## src/rtl/pwm_multi.sv

```systemverilog
// Multi-channel PWM generator with a shared edge/center-aligned counter.
// Duty, period and mode take effect only at period boundaries.
module pwm_multi #(
    parameter int NUM_CH = 4,
    parameter int WIDTH  = 10,
    localparam int CH_W  = (NUM_CH > 1) ? $clog2(NUM_CH) : 1
) (
    input  logic              clk,
    input  logic              rst,
    input  logic [WIDTH-1:0]  period,
    input  logic              center,
    input  logic              wr_en,
    input  logic [CH_W-1:0]   wr_ch,
    input  logic [WIDTH-1:0]  wr_duty,
    input  logic [NUM_CH-1:0] ch_en,
    output logic [NUM_CH-1:0] pwm_out,
    output logic              cycle_start
);

    logic [WIDTH-1:0] cnt;
    logic [WIDTH-1:0] cnt_next;
    logic [WIDTH-1:0] p_act;
    logic             center_act;
    logic             dir_down;
    logic             center_eff;
    logic             turn_down;
    logic             terminal;
    logic             wr_ok;
    logic [NUM_CH-1:0] wr_hit;

    logic [WIDTH-1:0] duty_pend [NUM_CH];
    logic [WIDTH-1:0] duty_act  [NUM_CH];

    // Counter sequencing: center mode needs at least 2 to have a distinct peak.
    always_comb begin
        center_eff = center_act && (p_act >= WIDTH'(2));
        turn_down  = center_eff && (dir_down || (cnt == p_act));
        terminal   = center_eff ? (dir_down && (cnt == WIDTH'(1))) : (cnt == p_act);
        if (terminal) begin
            cnt_next = '0;
        end else if (turn_down) begin
            cnt_next = cnt - WIDTH'(1);
        end else begin
            cnt_next = cnt + WIDTH'(1);
        end
        wr_ok = wr_en && (32'(wr_ch) < NUM_CH);
        for (int i = 0; i < NUM_CH; i++) begin
            wr_hit[i] = wr_ok && (32'(wr_ch) == 32'(i));
        end
    end

    always_ff @(posedge clk or posedge rst) begin
        if (rst) begin
            cnt         <= '0;
            dir_down    <= 1'b0;
            p_act       <= '0;
            center_act  <= 1'b0;
            cycle_start <= 1'b0;
        end else begin
            cnt         <= cnt_next;
            cycle_start <= terminal;
            if (terminal) begin
                dir_down   <= 1'b0;
                p_act      <= period;
                center_act <= center;
            end else if (turn_down) begin
                dir_down <= 1'b1;
            end
        end
    end

    // A write landing in the terminal cycle is forwarded straight into the new period.
    always_ff @(posedge clk or posedge rst) begin
        if (rst) begin
            pwm_out <= '0;
            for (int i = 0; i < NUM_CH; i++) begin
                duty_pend[i] <= '0;
                duty_act[i]  <= '0;
            end
        end else begin
            for (int i = 0; i < NUM_CH; i++) begin
                pwm_out[i] <= ch_en[i] && (cnt < duty_act[i]);
                if (wr_hit[i]) begin
                    duty_pend[i] <= wr_duty;
                end
                if (terminal) begin
                    duty_act[i] <= wr_hit[i] ? wr_duty : duty_pend[i];
                end
            end
        end
    end

endmodule
```

## config.mk

```make
export PLATFORM = sky130hd
export DESIGN_NAME = pwm_multi
export DESIGN_NICKNAME = d
export VERILOG_FILES = /design/src/rtl/pwm_multi.sv
export SDC_FILE = /design/constraint.sdc
export NUM_CORES = 1
export LEC_CHECK = 0
export ABC_AREA = 1
export CORE_UTILIZATION = 35
export DETAILED_ROUTE_END_ITERATION = 6
export DONT_BUFFER_PORTS = 1
export PLACE_DENSITY = 0.49
export SYNTH_ARGS = -nofsm -noshare
export SYNTH_HDL_FRONTEND = slang
export SYNTH_SLANG_ARGS = --single-unit
```

## constraint.sdc

```tcl
create_clock -name clk -period 7.23 [get_ports clk]
set_input_delay 1.446 -clock clk [delete_from_list [all_inputs] [get_ports clk]]
set_output_delay 1.446 -clock clk [all_outputs]
set_load 0.02 [all_outputs]
```

==> results of run 1 <==
## power by group
| part | internal, W | total [W] | switching, W | leakage (nW) |
|---|---|---|---|---|
| Clock | 0.000245 | 0.000469 | 0.000225 | 0.132 |
| Sequential | 0.000634 | 0.000646 | 0.0000112 | 1.15 |
| Combinational | 0.0000159 | 0.0000620 | 0.0000462 | 1.64 |
## per-layer routing
metal	track usage [%]	wire length, um	vias to the layer above
met2	27.6	5700	65
met4	7.03	270	0
met3	3.68	355	14
met5	0	0	-
met1	23.4	6040	1873
li1	-	-	1987
## synthesized netlist by cell type
cell type / count / area (um2)
xor2_1: 14 / 123
buf_2: 8 / 40.0
o2111ai_1: 4 / 35.0
nor3_1: 3 / 15.0
nor2_1: 38 / 143
buf_6: 2 / 22.5
nand4_1: 3 / 18.8
nand2_2: 1 / 6.26
nand3_1: 22 / 110
nand2_1: 178 / 668
inv_2: 3 / 11.3
o21bai_1: 1 / 7.51
a21oi_1: 18 / 90.1
xnor2_1: 2 / 17.5
clkbuf_1: 9 / 33.8
ha_1: 39 / 488
dfrtp_1: 107 / 2680
buf_4: 4 / 30.0
o21ai_0: 90 / 450
a21boi_0: 5 / 37.5
inv_1: 72 / 270
o211ai_1: 4 / 30.0
## kinds of logic after synthesis
group	synth area share [%]
buffers and inverters	7.66
adders and majority gates	9.16
xor gates and xnor gates	2.63
DFF	50.3
and+or+nand+nor	18.0
AOI/OAI and AO/OA	12.2
## layout make-up
cell class	count	area share [%]
flip-flops and latches	107	46.7
multi-input cells	422	39.1
inverters	75	4.95
clock buffers	11	4.23
well taps	184	4.01
clock inverters	5	0.654
repair buffers	3	0.392
## flip-flops by register name, summed over array words and instances (netlist names)
signal,count
cnt,10
pwm_out,4
cycle_start,1
p_act,10
duty_pend,40
duty_act,40
dir_down,1
center_act,1
## worst max path at each step
stage | start | endpoint | slack [ps] | cells after the start
global route | cnt[8]$_DFF_PP0_ | center_act$_DFFE_PP0N_ | 4210 | 11
detailed placement | wr_ch[1] | duty_act[24]$_DFFE_PP0N_ | 4370 | 5
global placement | wr_ch[1] | duty_act[27]$_DFFE_PP0N_ | 4430 | 5
CTS | cnt[5]$_DFF_PP0_ | duty_act[20]$_DFFE_PP0N_ | 4480 | 11
finish | cnt[5]$_DFF_PP0_ | cnt[1]$_DFF_PP0_ | 4550 | 11
floorplan | rst | center_act$_DFFE_PP0N_ | 2970 | 1
## metrics by stage
| step | area [um2] | utilization (%) | setup WS, ps | hold slack, ps |
|---|---|---|---|---|
| after floorplan | 5330 | - | 2970 | 436 |
| after global placement | 5460 | 37.1 | 4430 | 453 |
| after detailed placement | 5460 | 37.1 | 4370 | 455 |
| after CTS | 5740 | 39.0 | 4480 | 472 |
| after global routing | 5740 | 39.0 | 4210 | 506 |
| final | 5740 | 39.0 | 4550 | 468 |
## critical path, delay by kind of cell, from the launching register on
kind,cells,cell delay [ps]
and+or+nand+nor,9,1450
DFF,1,640
buffers and inverters,2,440
==> run metrics, run 1 <==
Hold Startpoint duty_act[10]$_DFFE_PP0N_; largest net degree at the start of global routing 110; Final Setup Violations 0; fin crit period 2680 ps; DR WL/cell 15.3 um; Fillers 1502; setup_tns 0 ps; #FFs+latches synth 107; slowest stage delay, CP 720 ps; syn_area_per_cell 8.49 um2; # resized after CTS 0; Mapped Area 5330 um2; routed via count 3939; Placeable Area 14700 um2; critical path endpoint category flip-flop; post-synthesis sequential area ratio 50.3%; worst r2r src cnt[5]$_DFF_PP0_; layout cells sized above 1 3.69%; post-cts hold buffer count 0; Clock Path Buffers 2; Hold Path Class reg2reg; WHS Endpoint duty_act[10]$_DFFE_PP0N_; Register Area 2680 um2; Pwr per Cell Area 205 nW/um2; Crit Path Class reg2reg; Least-Margin Pin Slew 1030 ps; leading cell type in the layout, fill and taps excluded nand2_1; Critical Path Most Common Cell nand2_1; Rel. slew slack 31.6%; Synthesized Nets 696; clock root cell clkbuf_16; CTS clk-pin slew, worst paths 70 ps; setup repair bufs after CTS 0; first-iteration detailed-routing DRC count 259; Mapped Cells 627; total clock sinks 107; final hold vios 0; Via-to-Cell Ratio 4.88; Slew Viols, Final 0; hold-critical path depth 2; Multi-input gate area 2240 um2; I/O pins 35; htree depth 3; CTS Buf Count 9; antenna viol nets, final 0; grt total ovfl 0; outcome complete, no violations; Power Total 0.00118 W; clk_skew 10.3 ps; crit path max-delay cell type nand2_4; TritonCTS clock tree yes; die height 125 um; reg-to-reg slack, setup 4550 ps; crit path cell chain inv_1 > nand2_1 > nand2_1 > nor2_1 > nand3_1 > nor2_1 > nand2_1 > nand2_4 > inv_2 > nand2_1 > nor2_1; CP arrival 2930 ps; die area 15700 um2; Pre-Repair DR Iteration Count 6; R2R cell count 11; HPWL Detailed 8.50 mm; first-pass GRT wire length 20.7 mm; clk_lat worst skew 360 ps; drt drc 0; fin crit share 37.1%; Nets 687; maximum clock rate 373 MHz; GRT Total Usage 17.5%; final wirelength 12.4 mm; CP Max Fanout 109; final instance count without filler cells 807; static leakage 2.91 nW; Maximum Capacitance Violations 0; RSZ-0062 raised after global routing false; P&R area growth vs syn 7.78%; PortBufs 0; Die W 125 um; warning count from the yosys run 0; library cells used by synthesis 22; most frequent cells in the layout nand2_1, dfrtp_1, o21ai_0; total placed cells including tap cells 791; vias in the first global route 3942; reg2reg end cnt[1]$_DFF_PP0_; antenna cell count 0; Rows 44; gpl congestion 0.794; Req. time, crit path 7470 ps; CP startpoint kind flip-flop; starting density of the core 36.2%; Peak VDD IR 0.000122 V; initial antenna violation count 0
No activity file was read; power rests on OpenSTA's default activity.
==> inputs of run 2 (changes only) <==
--- a/config.mk
+++ b/config.mk
@@ -9,7 +9,7 @@
 export CORE_UTILIZATION = 35
 export DETAILED_ROUTE_END_ITERATION = 6
 export DONT_BUFFER_PORTS = 1
-export PLACE_DENSITY = 0.49
+export PLACE_DENSITY = 0.51
 export SYNTH_ARGS = -nofsm -noshare
 export SYNTH_HDL_FRONTEND = slang
 export SYNTH_SLANG_ARGS = --single-unit
==> constraint.sdc (replaced) <==
create_clock -name clk -period 2.2 [get_ports clk]
set_input_delay 0.44 -clock clk [delete_from_list [all_inputs] [get_ports clk]]
set_output_delay 0.44 -clock clk [all_outputs]
set_load 0.02 [all_outputs]
==> run metrics, run 2 (synthesis gave the netlist of run 1 again) <==
outcome complete, no violations (unchanged); pre-CTS setup slack 247 ps (was 4370 ps); antenna viol nets, final 0 (unchanged); antenna cell count 0 (unchanged); CTS clk-pin slew, worst paths 70 ps (about the same); GRT Total Usage 16.8% (was 17.5%); setup repair bufs after CTS 0 (unchanged); Via-to-Cell Ratio 4.72 (was 4.88); CP startpoint kind flip-flop (unchanged); WP buf/inv 1 (was 2); static leakage 3.03 nW (was 2.91 nW); routed via count 3898 (was 3939); CP Max Fanout 32 (was 109); Placeable Area 14700 um2 (unchanged); final instance count without filler cells 826 (was 807); drt drc 0 (unchanged); delay-heaviest family, CP simple AND/OR/NAND/NOR gates (unchanged); largest registers duty_act: 40 flops, duty_pend: 40 flops (unchanged); HPWL Detailed 9.19 mm (was 8.50 mm); TritonCTS clock tree yes (unchanged); starting density of the core 36.2% (unchanged); Die W 125 um (unchanged); clk_lat worst skew 340 ps (was 360 ps); Rows 44 (unchanged); die area 15700 um2 (unchanged); largest net degree at the start of global routing 46 (was 110); Rel. slew slack 71.4% (was 31.6%); worst r2r src cnt[5]$_DFF_PP0_ (unchanged); RSZ-0062 raised after global routing false (unchanged); htree depth 3 (unchanged); first-iteration detailed-routing DRC count 231 (was 259); final hold vios 0 (unchanged); P&R area growth vs syn 12.1% (was 7.78%); PortBufs 0 (unchanged); most frequent cells in the layout nand2_1, dfrtp_1, o21ai_0 (unchanged); hold-critical path depth 2 (unchanged); Slew Viols, Final 0 (unchanged); fin crit period 1890 ps (was 2680 ps); layout cells sized above 1 6.54% (was 3.69%); critical path endpoint category flip-flop (unchanged); Multi-input gate area 2240 um2 (unchanged); Critical Path Most Common Cell nand2_1 (unchanged); placed inst area 5670 um2 (was 5460 um2); Crit Path Class reg2reg (unchanged); WHS Endpoint pwm_out[0]$_DFF_PP0_ (was duty_act[10]$_DFFE_PP0N_); vias in the first global route 3938 (was 3942); design area 5970 um2 (was 5740 um2); clock root cell clkbuf_16 (unchanged); Pre-Repair DR Iteration Count 6 (unchanged); first-pass GRT wire length 20.6 mm (was 20.7 mm); Hold Startpoint ch_en[0] (was duty_act[10]$_DFFE_PP0N_); Register Area 2680 um2 (about the same); Peak VDD IR 0.000478 V (was 0.000122 V); Least-Margin Pin Slew 428 ps (was 1030 ps); grt total ovfl 0 (unchanged); Fillers 1499 (was 1502); post-route setup slack 306 ps (was 4550 ps); Hold Path Class in2reg (was reg2reg); setup_tns 0 ps (unchanged); leading cell type in the layout, fill and taps excluded nand2_1 (unchanged); reg2reg end duty_act[13]$_DFFE_PP0N_ (was cnt[1]$_DFF_PP0_); crit path max-delay cell type dfrtp_2 (was nand2_4); die height 125 um (unchanged); gpl congestion 0.835 (was 0.794); total placed cells including tap cells 810 (was 791); R2R cell count 8 (was 11); maximum clock rate 528 MHz (was 373 MHz); reg-to-reg slack, setup 310 ps (was 4550 ps); Maximum Capacitance Violations 0 (unchanged); slowest stage delay, CP 480 ps (was 720 ps); Clock Path Buffers 2 (unchanged); Nets 707 (was 687); I/O pins 35 (unchanged); fin crit share 86.1% (was 37.1%); total clock sinks 107 (unchanged); crit path cell chain nor2_1 > nand3_1 > nor3_1 > nand2_1 > nand2_4 > buf_12 > nand2_1 > o21ai_0 (was inv_1 > nand2_1 > nand2_1 > nor2_1 > nand3_1 > nor2_1 > nand2_1 > nand2_4 > inv_2 > nand2_1 > nor2_1); CTS Buf Count 9 (unchanged); initial antenna violation count 0 (unchanged); Req. time, crit path 2460 ps (was 7470 ps); CP arrival 2150 ps (was 2930 ps); final wirelength 12.0 mm (was 12.4 mm); DR WL/cell 14.5 um (was 15.3 um); clk_skew 5.95 ps (was 10.3 ps); Final Setup Violations 0 (unchanged); Pwr per Cell Area 660 nW/um2 (was 205 nW/um2)
[run 2: changes by cell type in the layout (fill, tap and decap cells not counted), sizes merged]
cell         before  now
inv              76   75
clkinvlp          2    3
buf               3   22
bufinv            0    1
dlygate4sd3       0    1
clkbuf           11   10
clkinv            2    1
[run 2: power by group]
part / total, W / leakage, nW / internal [W] / switching [W]
Clock: 0.00160 / 0.135 / 0.000883 / 0.000716
Combinational: 0.000223 / 1.75 / 0.0000648 / 0.000158
Sequential: 0.00212 / 1.14 / 0.00208 / 0.0000352
Total: 0.00394 / 3.03 / 0.00303 / 0.000909
[run 2: area by class of cell]
type	count	share of cell area (%)
sequential	107	44.9
multi-input combinational	422	37.6
inverter	75	4.78
timing repair buffer	23	3.98
tap	184	3.86
clock buffer	10	3.84
clock inverter	5	1.05
[run 2: routing by layer]
layer	vias to the layer above	global-route usage (%)	wire, um
li1	2025	-	-
met1	1815	23.4	6020
met2	49	26.9	5480
met3	9	3.17	369
met4	0	4.30	109
met5	-	0	0
[run 2: timing repair]
item	in CTS	in global routing
hold buffers	1	0
endpoints found under the setup margin	0	13
endpoints found under the hold margin	14	0
gates resized for setup	0	1
[run 2: worst register-to-register path, stage by stage (launching register included)]
cell	delay [ps]
dfrtp_2	480
nor2_1	250
nand3_1	130
nor3_1	200
nand2_1	110
nand2_4	250
buf_12	210
nand2_1	80
o21ai_0	80
[run 2: how the worst max path moves through the flow]
stage / start / to / slack (ps) / depth (start not counted)
after global placement: cnt[5]$_DFF_PP0_ / duty_act[19]$_DFFE_PP0N_ / 310 / 11
after CTS: cnt[5]$_DFF_PP0_ / duty_act[23]$_DFFE_PP0N_ / 220 / 11
after detailed placement: cnt[5]$_DFF_PP0_ / duty_act[23]$_DFFE_PP0N_ / 250 / 11
final: cnt[5]$_DFF_PP0_ / duty_act[13]$_DFFE_PP0N_ / 310 / 8
after global routing: cnt[5]$_DFF_PP0_ / duty_act[39]$_DFFE_PP0N_ / 110 / 11
after floorplan: rst / center_act$_DFFE_PP0N_ / 470 / 1
[run 2: per-stage QoR]
stage,util [%],hold slack [ps],total power [W]
floorplan,-,436,0.00231
global placement,38.5,333,0.00238
detailed placement,38.5,340,0.00239
CTS,40.6,186,0.00399
global route,40.6,196,0.00412
finish,40.6,196,0.00394
==> inputs of run 3 (changes only) <==
--- a/config.mk
+++ b/config.mk
@@ -6,10 +6,10 @@
 export NUM_CORES = 1
 export LEC_CHECK = 0
 export ABC_AREA = 1
-export CORE_UTILIZATION = 35
+export CORE_UTILIZATION = 45
 export DETAILED_ROUTE_END_ITERATION = 6
 export DONT_BUFFER_PORTS = 1
-export PLACE_DENSITY = 0.51
+export PLACE_DENSITY = 0.62
 export SYNTH_ARGS = -nofsm -noshare
 export SYNTH_HDL_FRONTEND = slang
 export SYNTH_SLANG_ARGS = --single-unit
==> constraint.sdc (replaced) <==
create_clock -name clk -period 2.2 [get_ports clk]
set_input_delay 0.44 -clock clk [delete_from_list [all_inputs] [get_ports clk]]
set_output_delay 0.44 -clock clk [all_outputs]
set_load 0.01 [all_outputs]
==> run metrics, run 3 (synthesis gave the netlist of run 1 again) <==
Rows 39 (was 44); Pwr per Cell Area 712 nW/um2 (was 660 nW/um2); htree depth 3 (unchanged); gpl congestion 0.873 (was 0.835); first-pass GRT wire length 19.9 mm (was 20.6 mm); PortBufs 0 (unchanged); crit path max-delay cell type dfrtp_1 (was dfrtp_2); Crit Path Class reg2reg (unchanged); CP Depth 8 (unchanged); Placeable Area 11500 um2 (was 14700 um2); placed inst area 5550 um2 (was 5670 um2); Pre-Repair DR Iteration Count 4 (was 6); critical path endpoint category flip-flop (unchanged); leading cell type in the layout, fill and taps excluded nand2_1 (unchanged); P&R area growth vs syn 10.6% (was 12.1%); clk_skew 5.33 ps (was 5.95 ps); Rel. slew slack 62.6% (was 71.4%); reg-to-reg slack, setup 260 ps (was 310 ps); WP buf/inv 1 (unchanged); crit path cell chain nor2_1 > nand3_1 > nor3_1 > nand2_1 > nand2_2 > buf_12 > nand2_1 > o21ai_0 (was nor2_1 > nand3_1 > nor3_1 > nand2_1 > nand2_4 > buf_12 > nand2_1 > o21ai_0); antenna viol nets, final 0 (unchanged); largest registers duty_act: 40 flops, duty_pend: 40 flops (unchanged); antenna cell count 0 (unchanged); fin crit period 1940 ps (was 1890 ps); DR WL/cell 15.2 um (was 14.5 um); setup repair bufs after CTS 0 (unchanged); GRT Total Usage 20.8% (was 16.8%); die height 111 um (was 125 um); starting density of the core 46.4% (was 36.2%); most frequent cells in the layout nand2_1, dfrtp_1, o21ai_0 (unchanged); Die W 111 um (was 125 um); slowest stage delay, CP 490 ps (was 480 ps); largest net degree at the start of global routing 108 (was 46); setup_tns 0 ps (unchanged); R2R cell count 8 (unchanged); Critical Path Most Common Cell nand2_1 (unchanged); first-iteration detailed-routing DRC count 283 (was 231); final wirelength 11.8 mm (was 12.0 mm); Slew Viols, Final 0 (unchanged); static leakage 3.02 nW (was 3.03 nW); outcome complete, no violations (unchanged); fin crit share 88.1% (was 86.1%); clk_lat worst skew 350 ps (was 340 ps); CTS clk-pin slew, worst paths 70 ps (about the same); delay-heaviest family, CP simple AND/OR/NAND/NOR gates (unchanged); Maximum Capacitance Violations 0 (unchanged); worst r2r src cnt[5]$_DFF_PP0_ (unchanged); Hold Path Class in2async (was in2reg); grt total ovfl 0 (unchanged); CTS Buf Count 9 (unchanged); initial antenna violation count 0 (unchanged); RSZ-0062 raised after global routing false (unchanged); design area 5890 um2 (was 5970 um2); die area 12300 um2 (was 15700 um2); CP Max Fanout 50 (was 32); reg2reg end duty_act[14]$_DFFE_PP0N_ (was duty_act[13]$_DFFE_PP0N_); routed via count 3994 (was 3898); TritonCTS clock tree yes (unchanged); vias in the first global route 3947 (was 3938); HPWL Detailed 8.52 mm (was 9.19 mm); post-cts hold buffer count 0 (was 1); Req. time, crit path 2470 ps (was 2460 ps); Least-Margin Pin Slew 561 ps (was 428 ps); Nets 701 (was 707); Worst Setup SP cnt[5]$_DFF_PP0_ (unchanged); I/O pins 35 (unchanged); total clock sinks 107 (unchanged); CP startpoint kind flip-flop (unchanged); layout cells sized above 1 5.81% (was 6.54%); Final Setup Violations 0 (unchanged); clock root cell clkbuf_16 (unchanged); final hold vios 0 (unchanged); Peak VDD IR 0.000528 V (was 0.000478 V); CP arrival 2200 ps (was 2150 ps); drt drc 0 (unchanged); Clock Path Buffers 2 (unchanged); maximum clock rate 516 MHz (was 528 MHz); Via-to-Cell Ratio 5.12 (was 4.72)
-- run 3: final cells by class --
cell class | count | area, um2
Clock inverter | 5 | 110
Tap cell | 143 | 179
Multi-Input combinational cell | 422 | 2240
Fill cell | 1091 | 5580
Sequential cell | 107 | 2680
Inverter | 75 | 285
Clock buffer | 11 | 233
Timing Repair Buffer | 17 | 165
-- run 3: layer usage --
layer / part of all wire [%] / vias up / global-route usage [%]
met5: 0 / - / 0
met4: 2.0 / 0 / 7.56
met3: 4.3 / 15 / 4.26
met2: 46 / 82 / 33.0
met1: 47 / 1879 / 28.3
li1: - / 2018 / -
-- run 3: stage by stage --
step           power (W)  hold WS [ps]  worst slack, ps  utilization (%)  std cells
2_1_floorplan    0.00230           436              472                -        627
3_3_place_gp     0.00236           469              281             48.4        764
3_5_place_dp     0.00237           462              241             48.4        764
6_report         0.00420           121              262             51.4        780
4_1_cts          0.00425           151              222             51.4        780
5_1_grt          0.00435           166             7.61             51.4        780
-- run 3: power breakdown --
group	switching [W]	internal (W)	total (W)
Clock	0.000743	0.00112	0.00187
Combinational	0.000152	0.0000590	0.000211
Sequential	0.0000338	0.00208	0.00212
Total	0.000929	0.00327	0.00420
-- run 3: how the worst max path moves through the flow --
stage | to | slack (ps)
CTS | cnt[9]$_DFF_PP0_ | 220
floorplan | center_act$_DFFE_PP0N_ | 470
finish | duty_act[14]$_DFFE_PP0N_ | 260
global route | p_act[0]$_DFFE_PP0N_ | 8
detailed placement | cnt[9]$_DFF_PP0_ | 240
global placement | cnt[1]$_DFF_PP0_ | 280
-- run 3: timing repair --
action,in CTS,in global routing
endpoints found under the hold margin,0,0
endpoints found under the setup margin,0,7
resized for setup,0,1
-- run 3: worst register-to-register path: cells and delay by family (launching register included) --
family | cells | cell delay [ps]
compound gates | 1 | 90
buf+inv | 1 | 240
flops | 1 | 490
simple gates | 6 | 1050
